--- src/rtl/vga_timing_pkg.sv ---
// 640x480@60 raster constants, shared types and the colour-bar table
// for the VGA scan controller.
package vga_timing_pkg;

   localparam int H_ACTIVE      = 640;
   localparam int H_FP          = 16;
   localparam int H_SYNC        = 96;
   localparam int H_BP          = 48;
   localparam int H_TOTAL       = H_ACTIVE + H_FP + H_SYNC + H_BP;
   localparam int V_ACTIVE      = 480;
   localparam int V_FP          = 10;
   localparam int V_SYNC        = 2;
   localparam int V_BP          = 33;
   localparam int V_TOTAL       = V_ACTIVE + V_FP + V_SYNC + V_BP;
   localparam int PIXEL_LATENCY = 2;

   localparam int ADDR_WIDTH  = 19;
   localparam int PIXEL_WIDTH = 24;
   localparam int CNT_WIDTH   = 10;
   localparam int BAR_WIDTH   = 80;

   typedef logic [ADDR_WIDTH-1:0]  addr_t;
   typedef logic [PIXEL_WIDTH-1:0] pixel_t;

   // Bar order left to right: white, yellow, cyan, green, magenta, red, blue, black.
   localparam pixel_t BAR_COLOURS [8] = '{
      24'hFFFFFF, 24'hFFFF00, 24'h00FFFF, 24'h00FF00,
      24'hFF00FF, 24'hFF0000, 24'h0000FF, 24'h000000
   };

   typedef struct packed {
      logic hs;
      logic vs;
      logic active;
`ifdef VGA_TEST_PATTERN_EN
      logic [CNT_WIDTH-1:0] x;
`endif
   } timing_t;

   function automatic pixel_t bar_colour(input logic [CNT_WIDTH-1:0] x);
      pixel_t c = BAR_COLOURS[0];
      for (int i = 1; i < 8; i++) begin
         if (int'(x) >= i * BAR_WIDTH) c = BAR_COLOURS[i];
      end
      return c;
   endfunction

endpackage

--- src/rtl/vga_scan_controller_if.sv ---
// Renderer/DAC-facing signal bundle of the VGA scan controller; master is
// the controller, slave is the renderer plus pin side.
interface vga_scan_controller_if;
   import vga_timing_pkg::*;

   pixel_t      iPixel;
   addr_t       oAddress;
   logic        oFrameStart;
   logic        oActive;
   logic        oHSync;
   logic        oVSync;
   logic        oBlank_n;
   logic        oSync_n;
   logic [7:0]  oR;
   logic [7:0]  oG;
   logic [7:0]  oB;

   modport master (
      input  iPixel,
      output oAddress, oFrameStart, oActive, oHSync, oVSync,
             oBlank_n, oSync_n, oR, oG, oB
   );

   modport slave (
      output iPixel,
      input  oAddress, oFrameStart, oActive, oHSync, oVSync,
             oBlank_n, oSync_n, oR, oG, oB
   );

endinterface

--- src/rtl/vga_delay_line.sv ---
// WIDTH x DEPTH shift register with synchronous reset value; also exposes
// the value about to enter the last stage so a sibling register can align with it.
module vga_delay_line #(
   parameter int               WIDTH       = 1,
   parameter int               DEPTH       = 1,
   parameter logic [WIDTH-1:0] RESET_VALUE = '0
) (
   input  logic             iClock,
   input  logic             iReset,
   input  logic [WIDTH-1:0] data,
   output logic [WIDTH-1:0] tap,
   output logic [WIDTH-1:0] delayed
);

   logic [WIDTH-1:0] stage [DEPTH];

   always_ff @(posedge iClock) begin
      if (iReset) begin
         for (int i = 0; i < DEPTH; i++) stage[i] <= RESET_VALUE;
      end else begin
         stage[0] <= data;
         for (int i = 1; i < DEPTH; i++) stage[i] <= stage[i-1];
      end
   end

   assign delayed = stage[DEPTH-1];

   generate
      if (DEPTH == 1) begin : g_tap_input
         assign tap = data;
      end else begin : g_tap_stage
         assign tap = stage[DEPTH-2];
      end
   endgenerate

endmodule

--- src/rtl/vga_scan_controller.sv ---
// VGA raster timing + linear pixel address; sync/blank delayed PIXEL_LATENCY clocks
// to meet the returned colour. VGA_TEST_PATTERN_EN swaps iPixel for colour bars.
module vga_scan_controller #(
   parameter int H_ACTIVE      = vga_timing_pkg::H_ACTIVE,
   parameter int H_FP          = vga_timing_pkg::H_FP,
   parameter int H_SYNC        = vga_timing_pkg::H_SYNC,
   parameter int H_BP          = vga_timing_pkg::H_BP,
   parameter int V_ACTIVE      = vga_timing_pkg::V_ACTIVE,
   parameter int V_FP          = vga_timing_pkg::V_FP,
   parameter int V_SYNC        = vga_timing_pkg::V_SYNC,
   parameter int V_BP          = vga_timing_pkg::V_BP,
   parameter int PIXEL_LATENCY = vga_timing_pkg::PIXEL_LATENCY
) (
   input  logic                   iClock,
   input  logic                   iReset,
   vga_scan_controller_if.master  vga
);
   import vga_timing_pkg::*;

   localparam int HT = H_ACTIVE + H_FP + H_SYNC + H_BP;
   localparam int VT = V_ACTIVE + V_FP + V_SYNC + V_BP;

   localparam logic [CNT_WIDTH-1:0] H_LAST   = CNT_WIDTH'(HT - 1);
   localparam logic [CNT_WIDTH-1:0] V_LAST   = CNT_WIDTH'(VT - 1);
   localparam logic [CNT_WIDTH-1:0] H_VIS    = CNT_WIDTH'(H_ACTIVE);
   localparam logic [CNT_WIDTH-1:0] V_VIS    = CNT_WIDTH'(V_ACTIVE);
   localparam logic [CNT_WIDTH-1:0] HS_FIRST = CNT_WIDTH'(H_ACTIVE + H_FP);
   localparam logic [CNT_WIDTH-1:0] HS_LAST  = CNT_WIDTH'(H_ACTIVE + H_FP + H_SYNC - 1);
   localparam logic [CNT_WIDTH-1:0] VS_FIRST = CNT_WIDTH'(V_ACTIVE + V_FP);
   localparam logic [CNT_WIDTH-1:0] VS_LAST  = CNT_WIDTH'(V_ACTIVE + V_FP + V_SYNC - 1);

   localparam timing_t TIMING_RESET = '{hs: 1'b1, vs: 1'b1, default: '0};

   logic [CNT_WIDTH-1:0] h_cnt;
   logic [CNT_WIDTH-1:0] v_cnt;
   addr_t                addr;
   logic                 h_last;
   logic                 v_last;
   logic                 active;
   timing_t              stage_in;
   timing_t              stage_tap;
   timing_t              stage_out;
   pixel_t               pixel_src;
   pixel_t               rgb;

   assign h_last = (h_cnt == H_LAST);
   assign v_last = (v_cnt == V_LAST);
   assign active = (h_cnt < H_VIS) && (v_cnt < V_VIS);

   // addr tracks the current position, so it is already 0 when (0,0) is presented.
   always_ff @(posedge iClock) begin
      if (iReset) begin
         h_cnt <= '0;
         v_cnt <= '0;
         addr  <= '0;
      end else begin
         h_cnt <= h_last ? '0 : h_cnt + 1'b1;
         if (h_last) v_cnt <= v_last ? '0 : v_cnt + 1'b1;
         if (h_last && v_last) addr <= '0;
         else if (active)      addr <= addr + 1'b1;
      end
   end

   assign stage_in.hs     = !((h_cnt >= HS_FIRST) && (h_cnt <= HS_LAST));
   assign stage_in.vs     = !((v_cnt >= VS_FIRST) && (v_cnt <= VS_LAST));
   assign stage_in.active = active;
`ifdef VGA_TEST_PATTERN_EN
   assign stage_in.x      = h_cnt;
`endif

   vga_delay_line #(
      .WIDTH       ($bits(timing_t)),
      .DEPTH       (PIXEL_LATENCY),
      .RESET_VALUE (TIMING_RESET)
   ) u_timing_delay (
      .iClock  (iClock),
      .iReset  (iReset),
      .data    (stage_in),
      .tap     (stage_tap),
      .delayed (stage_out)
   );

`ifdef VGA_TEST_PATTERN_EN
   assign pixel_src = bar_colour(stage_tap.x);
`else
   assign pixel_src = vga.iPixel;
`endif

   // Colour is registered on the same edge that moves stage_tap into the last
   // delay stage, so RGB and blank leave together.
   always_ff @(posedge iClock) begin
      if (iReset)               rgb <= '0;
      else if (stage_tap.active) rgb <= pixel_src;
      else                      rgb <= '0;
   end

   assign vga.oAddress    = (active && !iReset) ? addr : '0;
   assign vga.oFrameStart = !iReset && (h_cnt == '0) && (v_cnt == '0);
   assign vga.oActive     = active && !iReset;
   assign vga.oHSync      = stage_out.hs;
   assign vga.oVSync      = stage_out.vs;
   assign vga.oBlank_n    = stage_out.active;
   assign vga.oSync_n     = 1'b0;
   assign vga.oR          = rgb[23:16];
   assign vga.oG          = rgb[15:8];
   assign vga.oB          = rgb[7:0];

endmodule

--- src/flat_wrapper.sv ---
// flat-port wrapper written by rule: the top's interface ports become plain ports
module vga_scan_controller_flat import vga_timing_pkg::*;
#(
   parameter int H_ACTIVE      = vga_timing_pkg::H_ACTIVE,
   parameter int H_FP          = vga_timing_pkg::H_FP,
   parameter int H_SYNC        = vga_timing_pkg::H_SYNC,
   parameter int H_BP          = vga_timing_pkg::H_BP,
   parameter int V_ACTIVE      = vga_timing_pkg::V_ACTIVE,
   parameter int V_FP          = vga_timing_pkg::V_FP,
   parameter int V_SYNC        = vga_timing_pkg::V_SYNC,
   parameter int V_BP          = vga_timing_pkg::V_BP,
   parameter int PIXEL_LATENCY = vga_timing_pkg::PIXEL_LATENCY
)
  (iClock, iReset, vga_iPixel, vga_oAddress, vga_oFrameStart, vga_oActive, vga_oHSync, vga_oVSync, vga_oBlank_n, vga_oSync_n, vga_oR, vga_oG, vga_oB);
  vga_scan_controller_if vga_i ();
  input  logic iClock;
  input  logic iReset;
  input wire logic [$bits(vga_i.iPixel)-1:0] vga_iPixel;
  output wire logic [$bits(vga_i.oAddress)-1:0] vga_oAddress;
  output wire logic [$bits(vga_i.oFrameStart)-1:0] vga_oFrameStart;
  output wire logic [$bits(vga_i.oActive)-1:0] vga_oActive;
  output wire logic [$bits(vga_i.oHSync)-1:0] vga_oHSync;
  output wire logic [$bits(vga_i.oVSync)-1:0] vga_oVSync;
  output wire logic [$bits(vga_i.oBlank_n)-1:0] vga_oBlank_n;
  output wire logic [$bits(vga_i.oSync_n)-1:0] vga_oSync_n;
  output wire logic [$bits(vga_i.oR)-1:0] vga_oR;
  output wire logic [$bits(vga_i.oG)-1:0] vga_oG;
  output wire logic [$bits(vga_i.oB)-1:0] vga_oB;
  assign vga_i.iPixel = vga_iPixel;
  assign vga_oAddress = vga_i.oAddress;
  assign vga_oFrameStart = vga_i.oFrameStart;
  assign vga_oActive = vga_i.oActive;
  assign vga_oHSync = vga_i.oHSync;
  assign vga_oVSync = vga_i.oVSync;
  assign vga_oBlank_n = vga_i.oBlank_n;
  assign vga_oSync_n = vga_i.oSync_n;
  assign vga_oR = vga_i.oR;
  assign vga_oG = vga_i.oG;
  assign vga_oB = vga_i.oB;
  vga_scan_controller #(.H_ACTIVE(H_ACTIVE), .H_FP(H_FP), .H_SYNC(H_SYNC), .H_BP(H_BP), .V_ACTIVE(V_ACTIVE), .V_FP(V_FP), .V_SYNC(V_SYNC), .V_BP(V_BP), .PIXEL_LATENCY(PIXEL_LATENCY)) u_core (.iClock(iClock), .iReset(iReset), .vga(vga_i));
endmodule
--- config.mk ---
export PLATFORM = sky130hd
export DESIGN_NAME = vga_scan_controller_flat
export DESIGN_NICKNAME = d
export VERILOG_FILES = /design/src/rtl/vga_timing_pkg.sv /design/src/rtl/vga_scan_controller_if.sv /design/src/rtl/vga_delay_line.sv /design/src/rtl/vga_scan_controller.sv /design/src/flat_wrapper.sv
export SDC_FILE = /design/constraint.sdc
export NUM_CORES = 1
export LEC_CHECK = 0
export ABC_AREA = 1
export BUFFER_PORTS_ARGS = -buffer_cell sky130_fd_sc_hd__clkbuf_2
export CAP_MARGIN = 20
export CORE_MARGIN = 2
export CORE_UTILIZATION = 54
export DETAILED_ROUTE_END_ITERATION = 12
export PLACE_DENSITY = 0.91
export SYNTH_ARGS = -nofsm -noshare
export SYNTH_HDL_FRONTEND = slang
export SYNTH_SLANG_ARGS = --single-unit
export TNS_END_PERCENT = 5
--- constraint.sdc ---
create_clock -name iClock -period 1.6 [get_ports iClock]
set_input_delay 0.24 -clock iClock [delete_from_list [all_inputs] [get_ports iClock]]
set_output_delay 0.24 -clock iClock [all_outputs]
set_load 0.01 [all_outputs]
==> results by group, run 1 <==
Clock tree
  – Hold_buf cts: 0
  – CTS Buffer Depth: 2
  – CTS Buf Count: 9
  – Later-pin clock latency in the skew report: 0.36 ns
  – Clk pin slew, worst setup/hold paths: about 0.080 ns
  – CTS tree: yes
  – Clock Tree Root: clkbuf_8
  – H-tree Lvls: 3
  – Clock sink total: 69

Placement
  – Place WS: roughly 0.073 ns
  – Placer Congestion: 0.910
  – Placed Cells: 634
  – Number of buffers added on ports: 73
  – DP Wirelength: 6200 um

Die
  – IO Pins: 75
  – Initial core utilization: 56.2%
  – Chip Width: 82.7 um
  – FP Rows: 28
  – DIE HEIGHT: approximately 83 um
  – Core region area: 0.00596 sq mm
  – Die area: 0.00684 sq mm

Synth
  – Post-Syn Area per Cell: 6.92 sq um
  – Gate Count Post-Synth: 483
  – Post-Syn Area: 0.00334 sq mm
  – Number of synthesized flops with an enable pin: 0
  – Synth Register Bits: 69
  – Post-synth cell types: 31
  – Synthesized Nets: 514
  – Synth Warn #: 0
  – Register area share after synthesis: 41.3%
  – Top FF cell, synth: dfxtp_1
  – Ys async rst share: 0%

Final layout
  – Non-Filler Instances: roughly 660
  – Syn-to-layout area delta: 24.9%
  – Multi-input logic area: 0.00160 sq mm
  – Final Util: 70.1%
  – # nets final: 610
  – Number of fill cells in the layout: 456
  – Share of cells above drive strength 1: 30.7%
  – Register area: 0.00140 sq mm
  – Antenna Cells: 0

Worst setup path
  – Critical Path RT: between 1 and 1.5 ns
  – Critical path class: flip-flop to output pin
  – Crit path max fanout: 10
  – Startpoint types: flip-flop
  – CP Capture Type: output pin
  – Arrival time at the worst endpoint: 1.54 ns

Timing
  – Slew HR: about 60%
  – Worst Skew: approximately 0.015 ns
  – Setup TNS: -3.43 ns
  – Final Cycle Share: 111%
  – F_max: 563 MHz
  – Final Max Tran Viols: 0
  – PnR worst setup slack: -0.176 ns
  – Unrepaired setup endpoints after global routing: yes
  – Actual slew at the worst max-slew pin: 0.593 ns
  – Setup violators final: 21
  – Final Hold Fails: 0
  – Minimum clock period: 1.78 ns

Route
  – First drt pass iteration count: 5
  – Post-Route WL: ~8900 um
  – Starting DRT DRC Count: 199
  – DR vias: 3465
  – ANT nets after route: 0
  – Avg WL per Cell: 13.5 um
  – DR DRC count: 0
  – Avg Vias per Cell: 5.26

Pwr
  – Pleak: slightly above 0.002 uW
  – Net switching power: 983 uW
  – Comb power frac: 11.1%
  – Internal power: 2510 uW
  – P per Cell Area: 835 mW/mm^2
  – Clk pwr share: 36.3%
  – Worst vdd ir: 680 uV
  – Final total power: approximately 3500 uW
  – Reg power frac: 52.7%
  – Switching share of power: 28.2%

GRT
  – Vias in the first global route: around 3000
  – First-pass GRT wire length: 13200 um
  – Largest net degree at the start of global routing: 26
  – Gr usage total: 25.7%
  – Overflow after GRT: 0
  – Initial antenna violation count: 0

Min path
  – Worst min-delay path class: input pin to flip-flop

Status
  – Violated checks: setup timing
  – Status: finished, violations left

Job
  – Number of max-cap violations: 0
## cells in the final DEF (no fill, tap or decap), types with 2 or more instances in the layout
cell type / Yosys / routed
nand2_1: 91 / 88
inv_1: 85 / 83
nor2_1: 88 / 83
dfxtp_1: 69 / 60
clkbuf_2: 0 / 54
nand3_1: 43 / 43
nor2_2: 20 / 20
buf_4: 1 / 19
buf_2: 4 / 18
nand4_1: 14 / 14
nor2_4: 5 / 10
a21oi_1: 9 / 9
clkbuf_8: 0 / 9
nand2_2: 6 / 8
dfxtp_2: 0 / 8
inv_2: 6 / 7
o21ai_0: 7 / 7
nor3_1: 6 / 6
nand2_4: 2 / 3
ha_1: 5 / 3
clkinv_2: 0 / 3
inv_8: 0 / 2
or2_2: 2 / 2
o22ai_1: 2 / 2
o21ai_2: 2 / 2
nor3b_1: 2 / 2
clkinvlp_4: 0 / 2
inv_6: 1 / 2
buf_12: 0 / 2
## final timing paths
path                                     startpoint                                 to  slack, ns  depth (start not counted)
hold / removal                        vga_iPixel[6]                      u_core.rgb[6]       0.07                          3
hold reg to reg   u_core.u_timing_delay.stage[0][1]  u_core.u_timing_delay.stage[0][4]       0.42                          1
setup / recovery                    u_core.v_cnt[8]                    vga_oAddress[3]      -0.18                          8
setup reg to reg                    u_core.h_cnt[0]                    u_core.v_cnt[9]       0.04                         10
## layout make-up
| class | count | area share, % |
|---|---|---|
| Tap cell | 75 | 2.25 |
| Timing Repair Buffer | 94 | 13.3 |
| Clock inverter | 7 | 1.14 |
| Timing Repair inverter | 1 | 0.270 |
| Multi-Input combinational cell | 312 | 38.2 |
| Clock buffer | 9 | 2.96 |
| Sequential cell | 69 | 33.4 |
| Inverter | 92 | 8.51 |
## kinds of logic (layout without fill, tap and decap cells)
group / after synthesis / in the layout / synth area share [%]
AOI/OAI and AO/OA: 22 / 22 / 3.67
adders and majority gates: 5 / 5 / 1.87
other: 1 / 1 / 0.112
xor gates and xnor gates: 1 / 1 / 0.262
and+or+nand+nor: 283 / 283 / 39.7
DFF: 69 / 69 / 41.3
buffers and inverters: 102 / 203 / 13.1
## cell usage after synthesis (4+ instances only)
| cell | n | area (sq um) |
|---|---|---|
| nand2_1 | 91 | 342 |
| nor2_1 | 88 | 330 |
| inv_1 | 85 | 319 |
| dfxtp_1 | 69 | 1380 |
| nand3_1 | 43 | 215 |
| nor2_2 | 20 | 125 |
| nand4_1 | 14 | 87.6 |
| a21oi_1 | 9 | 45.0 |
| o21ai_0 | 7 | 35.0 |
| inv_2 | 6 | 22.5 |
| nand2_2 | 6 | 37.5 |
| nor3_1 | 6 | 30.0 |
| ha_1 | 5 | 62.6 |
| nor2_4 | 5 | 56.3 |
| buf_2 | 4 | 20.0 |
| buf_6 | 4 | 45.0 |
## registers in the layout (all words and copies together) (netlist names)
name                         flops
u_core.addr                     19
u_core.h_cnt                    10
u_core.rgb                      24
u_core.u_timing_delay.stage      6
u_core.v_cnt                    10
## through the flow
stage | hold WS, ns | cell area (sq um)
2_1_floorplan | 0.352 | 3340
3_3_place_gp | 0.392 | 3840
3_5_place_dp | 0.398 | 3840
4_1_cts | 0.0638 | 4100
5_1_grt | 0.0758 | 4180
6_report | 0.0674 | 4180
## power groups by stage
stage / combinational (uW) / sequential (uW) / clock (uW)
after detailed placement: 367 / 1880 / 0
after floorplan: 229 / 1880 / 0
final: 386 / 1840 / 1260
after global placement: 349 / 1870 / 0
after CTS: 374 / 1840 / 1270
after global routing: 434 / 1850 / 1340
## worst max-delay path, cell delays in order, from the launching register on
cell	delay, ns
dfxtp_1	0.42
nand2_2	0.11
nor2_4	0.12
nand2_2	0.08
nand2_4	0.10
nor2_8	0.06
inv_8	0.10
nor2_1	0.04
buf_2	0.13
## repair_timing
action,4_1_cts,5_1_grt
pin swaps,4,1
setup buffers,5,3
setup endpoints to repair,21,38
hold endpoints to repair,0,0
gates resized for setup,18,36
cloned,1,0
## layer usage
metal | track usage, % | vias up | part of all wire [%]
met3 | 5.43 | 39 | 5.6
met5 | 0 | - | 0
met1 | 27.3 | 1603 | 38
met2 | 45.2 | 155 | 53
li1 | - | 1668 | -
met4 | 17.7 | 0 | 4.1
(Power assumes the default switching activity.)
==> inputs of run 2 (changes only) <==
- SETUP_SLACK_MARGIN: default -> 0.05
==> results by group, run 2 (synthesis gave the netlist of run 1 again) <==
Timing
  – Final Hold Fails: 0
  – Worst Skew: 0.0153 ns
  – Slew HR: 60.5%
  – Minimum clock period: about 1.8 ns
  – F_max: 567 MHz
  – Final Cycle Share: 110%
  – Final Max Tran Viols: 0
  – Setup violators final: 21
  – Unrepaired setup endpoints after global routing: yes
  – Fin Hold WS: about 0.072 ns
  – Actual slew at the worst max-slew pin: around 0.6 ns
  – PnR worst setup slack: -0.164 ns

Clock tree
  – CTS Buf Count: 9
  – H-tree Lvls: 3
  – Clock Tree Root: clkbuf_8
  – CTS Buffer Depth: 2
  – Clk pin slew, worst setup/hold paths: around 0.080 ns
  – Later-pin clock latency in the skew report: 0.35 ns
  – Clock sink total: 69
  – CTS tree: yes
  – Hold_buf cts: 0

Pwr
  – Comb power frac: 11.3%
  – Worst vdd ir: 680 uV
  – Switching share of power: 28.1%
  – P per Cell Area: 826 mW/mm^2
  – Clk pwr share: 36.0%
  – Net switching power: 981 uW
  – Pleak: 0.00207 uW
  – Internal power: 2510 uW
  – Reg power frac: 52.8%

Worst setup path
  – Startpoint types: flip-flop
  – CP Capture Type: output pin
  – CP max stage cell: dfxtp_2
  – Crit path buffers/inverters: 4
  – Delay-heaviest family, CP: buffers and inverters
  – Reg2reg setup slack: 0.07 ns
  – Reg-to-reg endpoint: u_core.v_cnt[9]
  – Crit path largest cell delay: about 0.35 ns
  – Critical path class: flip-flop to output pin
  – Crit path max fanout: 5
  – R2r startpoint: u_core.v_cnt[0]
  – Critical Path RT: 1.36 ns
  – Crit-path most repeated cell: buf_4
  – FF-to-FF path depth: 7
  – Arrival time at the worst endpoint: 1.52 ns
  – CP cell instances: inv_4 > buf_4 > buf_4 > nand4_1 > nor4_2 > clkbuf_2

GRT
  – Gr usage total: 26.0%
  – Overflow after GRT: 0
  – Vias in the first global route: roughly 3100
  – First-pass GRT wire length: 13400 um
  – Largest net degree at the start of global routing: 26
  – Initial antenna violation count: 0

Route
  – Post-Route WL: 8960 um
  – ANT nets after route: 0
  – DR DRC count: 0
  – First drt pass iteration count: 6
  – Avg Vias per Cell: 5.30
  – DR vias: 3494
  – Starting DRT DRC Count: 238
  – Avg WL per Cell: 13.6 um

Final layout
  – Max FFs per register: 24
  – # nets final: 610
  – Cell area after layout: 0.00423 sq mm
  – Biggest regs: u_core.rgb: 24 flops, u_core.addr: 19 flops
  – Commonest non-fill, non-tap cell in the layout: nand2_1
  – Antenna Cells: 0
  – Syn-to-layout area delta: 26.4%
  – Most frequent cells in the layout: nand2_1 (85), inv_1 (83), nor2_1 (82), dfxtp_1 (57), clkbuf_2 (53)
  – Share of cells above drive strength 1: 32.2%
  – Most flops, register: u_core.rgb

Placement
  – Number of buffers added on ports: 73
  – Post-DP Area: 0.00384 sq mm
  – Placer Congestion: 0.910
  – DP Wirelength: 6200 um

Job
  – Number of max-cap violations: 0

Die
  – DIE HEIGHT: a little over 80 um
  – IO Pins: 75
  – Initial core utilization: 56.2%
  – Core region area: 0.00596 sq mm
  – Die area: 0.00684 sq mm
  – Chip Width: 82.7 um
  – FP Rows: 28

Min path
  – Hold wc startpoint: vga_iPixel[6]
  – Worst min-delay path class: input pin to flip-flop
  – Hold-critical path depth: 3
  – WHS Endpoint: u_core.rgb[6]

Status
  – Status: finished, violations left
  – Violated checks: setup timing
## run 2: cell count changes in the layout (fill, tap and decap cells not counted), moves of 2 or more
| cell | delta |
|---|---|
| dfxtp_4 | +2 |
| buf_6 | +2 |
| nand2_1 | -3 |
| nand2_2 | +2 |
| dfxtp_1 | -3 |
## run 2: timing repair
action                                  4_1_cts  5_1_grt
resized for setup                            19       51
pin swaps                                     4        3
endpoints found under the setup margin       23       52
cloned                                        1        0
setup buffers                                 5        3
## run 2: metal layers
layer | routed length, um | GRT usage, % | vias up
met5 | 0 | 0 | -
li1 | - | - | 1668
met1 | 3260 | 27.2 | 1606
met4 | 400 | 16.1 | 0
met2 | 4690 | 46.0 | 173
met3 | 620 | 7.17 | 47
## run 2: area by class of cell
cell class,count,area [sq um]
repair inverters,1,11.3
repair buffers,94,564
clock buffers,9,124
inverters,92,355
well taps,75,93.8
fillers,442,1730
flip-flops and latches,69,1400
clock inverters,7,47.5
multi-input cells,312,1630
## run 2: worst max path at each step
stage	from	end	slack (ns)	cells after the start
4_1_cts	u_core.h_cnt[7]	vga_oAddress[12]	-0.18	8
3_3_place_gp	u_core.h_cnt[0]	u_core.v_cnt[9]	0.10	10
5_1_grt	u_core.h_cnt[7]	vga_oAddress[4]	-0.24	8
6_report	u_core.v_cnt[9]	vga_oFrameStart	-0.16	6
2_1_floorplan	u_core.h_cnt[8]	vga_oAddress[10]	0.20	8
3_5_place_dp	u_core.v_cnt[1]	u_core.addr[4]	0.07	10
## run 2: per-stage QoR
| step | instances | setup slack, ns | setup TNS, ns | util, % | power, uW |
|---|---|---|---|---|---|
| floorplan | 483 | 0.200 | 0 | - | 2110 |
| global placement | 634 | 0.102 | 0 | 64.5 | 2220 |
| detailed placement | 634 | 0.0729 | 0 | 64.5 | 2250 |
| CTS | 656 | -0.182 | -3.42 | 68.9 | 3480 |
| global route | 659 | -0.243 | -4.63 | 71.0 | 3640 |
| finish | 659 | -0.164 | -2.90 | 71.0 | 3490 |
## run 2: power groups by stage
stage / sequential (uW) / combinational, uW / clock [uW]
after floorplan: 1880 / 229 / 0
after global placement: 1870 / 349 / 0
after detailed placement: 1880 / 367 / 0
after CTS: 1840 / 374 / 1270
after global routing: 1850 / 440 / 1350
final: 1840 / 393 / 1260
## run 2: tightest hold or removal path: cells and delay by family
kind                   cells  cell delay (ns)
buffers and inverters      2             0.12
and+or+nand+nor            1             0.03
==> inputs of run 3 (changes only) <==
- ABC_AREA: 1 -> default
- CORE_UTILIZATION: 54 -> 52
- PLACE_DENSITY: 0.91 -> 0.9
- SYNTH_HIERARCHICAL: default -> 1
==> results by group, run 3 <==
Die
  – Initial core utilization: 53.0%
  – Core region area: 0.00544 sq mm
  – Chip Width: a little under 80 um
  – Die area: between 0.006 and 0.007 sq mm
  – FP Rows: 27
  – IO Pins: 75
  – DIE HEIGHT: 78.5 um

GRT
  – Overflow after GRT: 0
  – Gr usage total: about a quarter
  – Vias in the first global route: between 2000 and 3000
  – Initial antenna violation count: 0
  – First-pass GRT wire length: 12800 um
  – Largest net degree at the start of global routing: 25

Synth
  – Top FF cell, synth: dfxtp_1
  – Synthesized Nets: 340
  – Post-Syn Area: 0.00288 sq mm
  – Post-synth cell types: 41
  – Ranking of synthesized cells by area: dfxtp_1 (48%), and2_1 (9.3%), xor2_1 (3.9%), a21oi_1 (3.0%), or3_1 (2.8%)
  – Cell taking the most area after synthesis: dfxtp_1
  – Number of synthesized flops with an enable pin: 0
  – Most frequent cell after synthesis: dfxtp_1
  – Commonest cells in the synthesized netlist: dfxtp_1 (69), and2_1 (43), a21oi_1 (17), nor2_1 (17), nand3_1 (14)
  – Synth Register Bits: slightly below 70
  – Synth Warn #: 6
  – Ys async rst share: 0%
  – Register area share after synthesis: 47.9%
  – Gate Count Post-Synth: about 310
  – Post-Syn Area per Cell: 9.33 sq um
  – Post-synth top area share: 47.9%

Timing
  – Final Hold Fails: 0
  – Final Cycle Share: 123%
  – PnR worst setup slack: -0.364 ns
  – Worst Skew: 0.0116 ns
  – Unrepaired setup endpoints after global routing: yes
  – F_max: between 500 and 600 MHz
  – Setup TNS: -8.87 ns
  – Minimum clock period: 1.96 ns
  – Final Max Tran Viols: 0
  – Setup violators final: 37

Pwr
  – Pleak: 0.00182 uW
  – Final total power: about 3700 uW
  – P per Cell Area: 887 mW/mm^2
  – Worst vdd ir: 720 uV

Placement
  – Placer Congestion: approximately 0.86
  – Number of buffers added on ports: between 70 and 80
  – DP Wirelength: 4760 um

Final layout
  – Max FFs per register: 24
  – # nets final: 461
  – Syn-to-layout area delta: 44.0%
  – Register area: 0.00141 sq mm
  – Biggest regs: u_core/rgb: 24 flops, u_core/addr: 19 flops
  – Commonest non-fill, non-tap cell in the layout: clkbuf_2
  – Antenna Cells: 0
  – Multi-input logic area: 0.00158 sq mm
  – Most frequent cells in the layout: clkbuf_2 (53), dfxtp_1 (51), buf_4 (41), and2_1 (39)
  – Share of cells above drive strength 1: approximately 44%
  – Number of fill cells in the layout: ~320
  – Most flops, register: u_core/rgb

Clock tree
  – Later-pin clock latency in the skew report: 0.36 ns
  – Clk pin slew, worst setup/hold paths: 0.09 ns
  – CTS tree: yes
  – CTS Buf Count: 9
  – Clock sink total: 69
  – Clock Tree Root: clkbuf_8
  – H-tree Lvls: 3
  – CTS Buffer Depth: 2

Route
  – Starting DRT DRC Count: 236
  – Avg Vias per Cell: 5.79
  – ANT nets after route: 0
  – DR DRC count: 0
  – DR vias: 2937
  – Post-Route WL: 8900 um
  – Avg WL per Cell: 17.6 um
  – First drt pass iteration count: 5

Worst setup path
  – Reg-to-reg endpoint: u_core/addr[7]
  – Reg2reg setup slack: -0.16 ns
  – R2r startpoint: u_core/v_cnt[9]
  – Crit path max fanout: 10
  – CP startpoint: u_core/v_cnt[9]
  – Startpoint types: flip-flop
  – FF-to-FF path depth: 9
  – CP Capture Type: output pin
  – Arrival time at the worst endpoint: 1.72 ns
  – Critical path class: flip-flop to output pin
  – Worst setup path endpoint: vga_oAddress[12]
  – Critical Path RT: 1.36 ns

Min path
  – Worst min-delay path class: input pin to flip-flop

Status
  – Status: finished, violations left
  – Violated checks: setup timing

Job
  – Number of max-cap violations: 0
[run 3: cell types whose count changed after synthesis, sizes merged, moves of 12 or more]
| cell | before | now |
|---|---|---|
| nor2 | 114 | 17 |
| nand2 | 99 | 12 |
| inv | 92 | 7 |
| and2 | 0 | 43 |
| nand3 | 43 | 14 |
| or3 | 0 | 13 |
| xor2 | 1 | 13 |
[run 3: worst min path at each step]
stage / endpoint / slack (ns) / from / cells after the start
floorplan: u_core/u_timing_delay/stage[0][0] / 0.31 / iReset / 1
detailed placement: u_core/u_timing_delay/stage[0][4] / 0.41 / u_core/u_timing_delay/stage[0][1] / 1
global route: u_core/rgb[2] / 0.07 / vga_iPixel[2] / 2
CTS: u_core/rgb[15] / 0.06 / vga_iPixel[15] / 2
finish: u_core/rgb[15] / 0.07 / vga_iPixel[15] / 2
global placement: u_core/u_timing_delay/stage[0][5] / 0.39 / u_core/u_timing_delay/stage[0][2] / 1
[run 3: metrics by stage]
| step | util [%] | area [sq um] | std cells | worst slack, ns | hold WS [ns] |
|---|---|---|---|---|---|
| 5_1_grt | 76.3 | 4150 | 507 | -0.409 | 0.0712 |
| 3_3_place_gp | 66.3 | 3610 | 483 | 0.00299 | 0.391 |
| 2_1_floorplan | - | 2910 | 309 | -0.0428 | 0.312 |
| 6_report | 76.3 | 4150 | 507 | -0.364 | 0.0737 |
| 4_1_cts | 73.6 | 4000 | 506 | -0.309 | 0.0641 |
| 3_5_place_dp | 66.3 | 3610 | 483 | -0.0376 | 0.409 |
[run 3: routing by layer]
layer	global-route usage, %	up-vias	wire length, um
li1	-	1322	-
met1	30.1	1379	3230
met2	47.4	188	4510
met3	6.55	48	735
met4	12.3	0	429
met5	0	-	0
[run 3: cells by family (layout without fill, tap and decap cells)]
group                    Yosys count  count (layout)  synth area share [%]
AND/OR/NAND/NOR                  159             159                  33.2
flip-flops                        69              69                  47.9
AO/OA/AOI/OAI                     35              35                  7.03
XOR/XNOR                          20              20                  6.08
buffers and inverters             20             146                  3.52
adder cells (fa/ha/maj)            5               5                  2.17
other                              1               1                 0.130
[run 3: layout make-up]
type,count,area share [%]
Tap cell,72,2.17
Inverter,7,0.633
Sequential cell,69,34.0
Clock inverter,7,2.50
Clock buffer,9,2.98
Timing Repair Buffer,123,19.6
Multi-Input combinational cell,220,38.2
[run 3: power breakdown]
part	leakage, uW	internal (uW)	switching, uW
Sequential	0.000571	1750	21.6
Combinational	0.00113	119	124
Clock	0.000115	902	764
[run 3: what timing repair did]
action                                  CTS  global route
pin swaps                                27            10
endpoints found under the hold margin     0             0
hold buffers                              0             0
setup buffers                             5             1
gates resized for setup                  37            50
endpoints found under the setup margin   51            52
cloned                                    2             0
[run 3: worst max-delay path, stage by stage (launching register included)]
cell     delay [ns]
dfxtp_4        0.37
buf_6          0.12
a41oi_4        0.18
nand2_2        0.11
nor2_4         0.18
buf_6          0.16
and2_1         0.13
buf_2          0.12
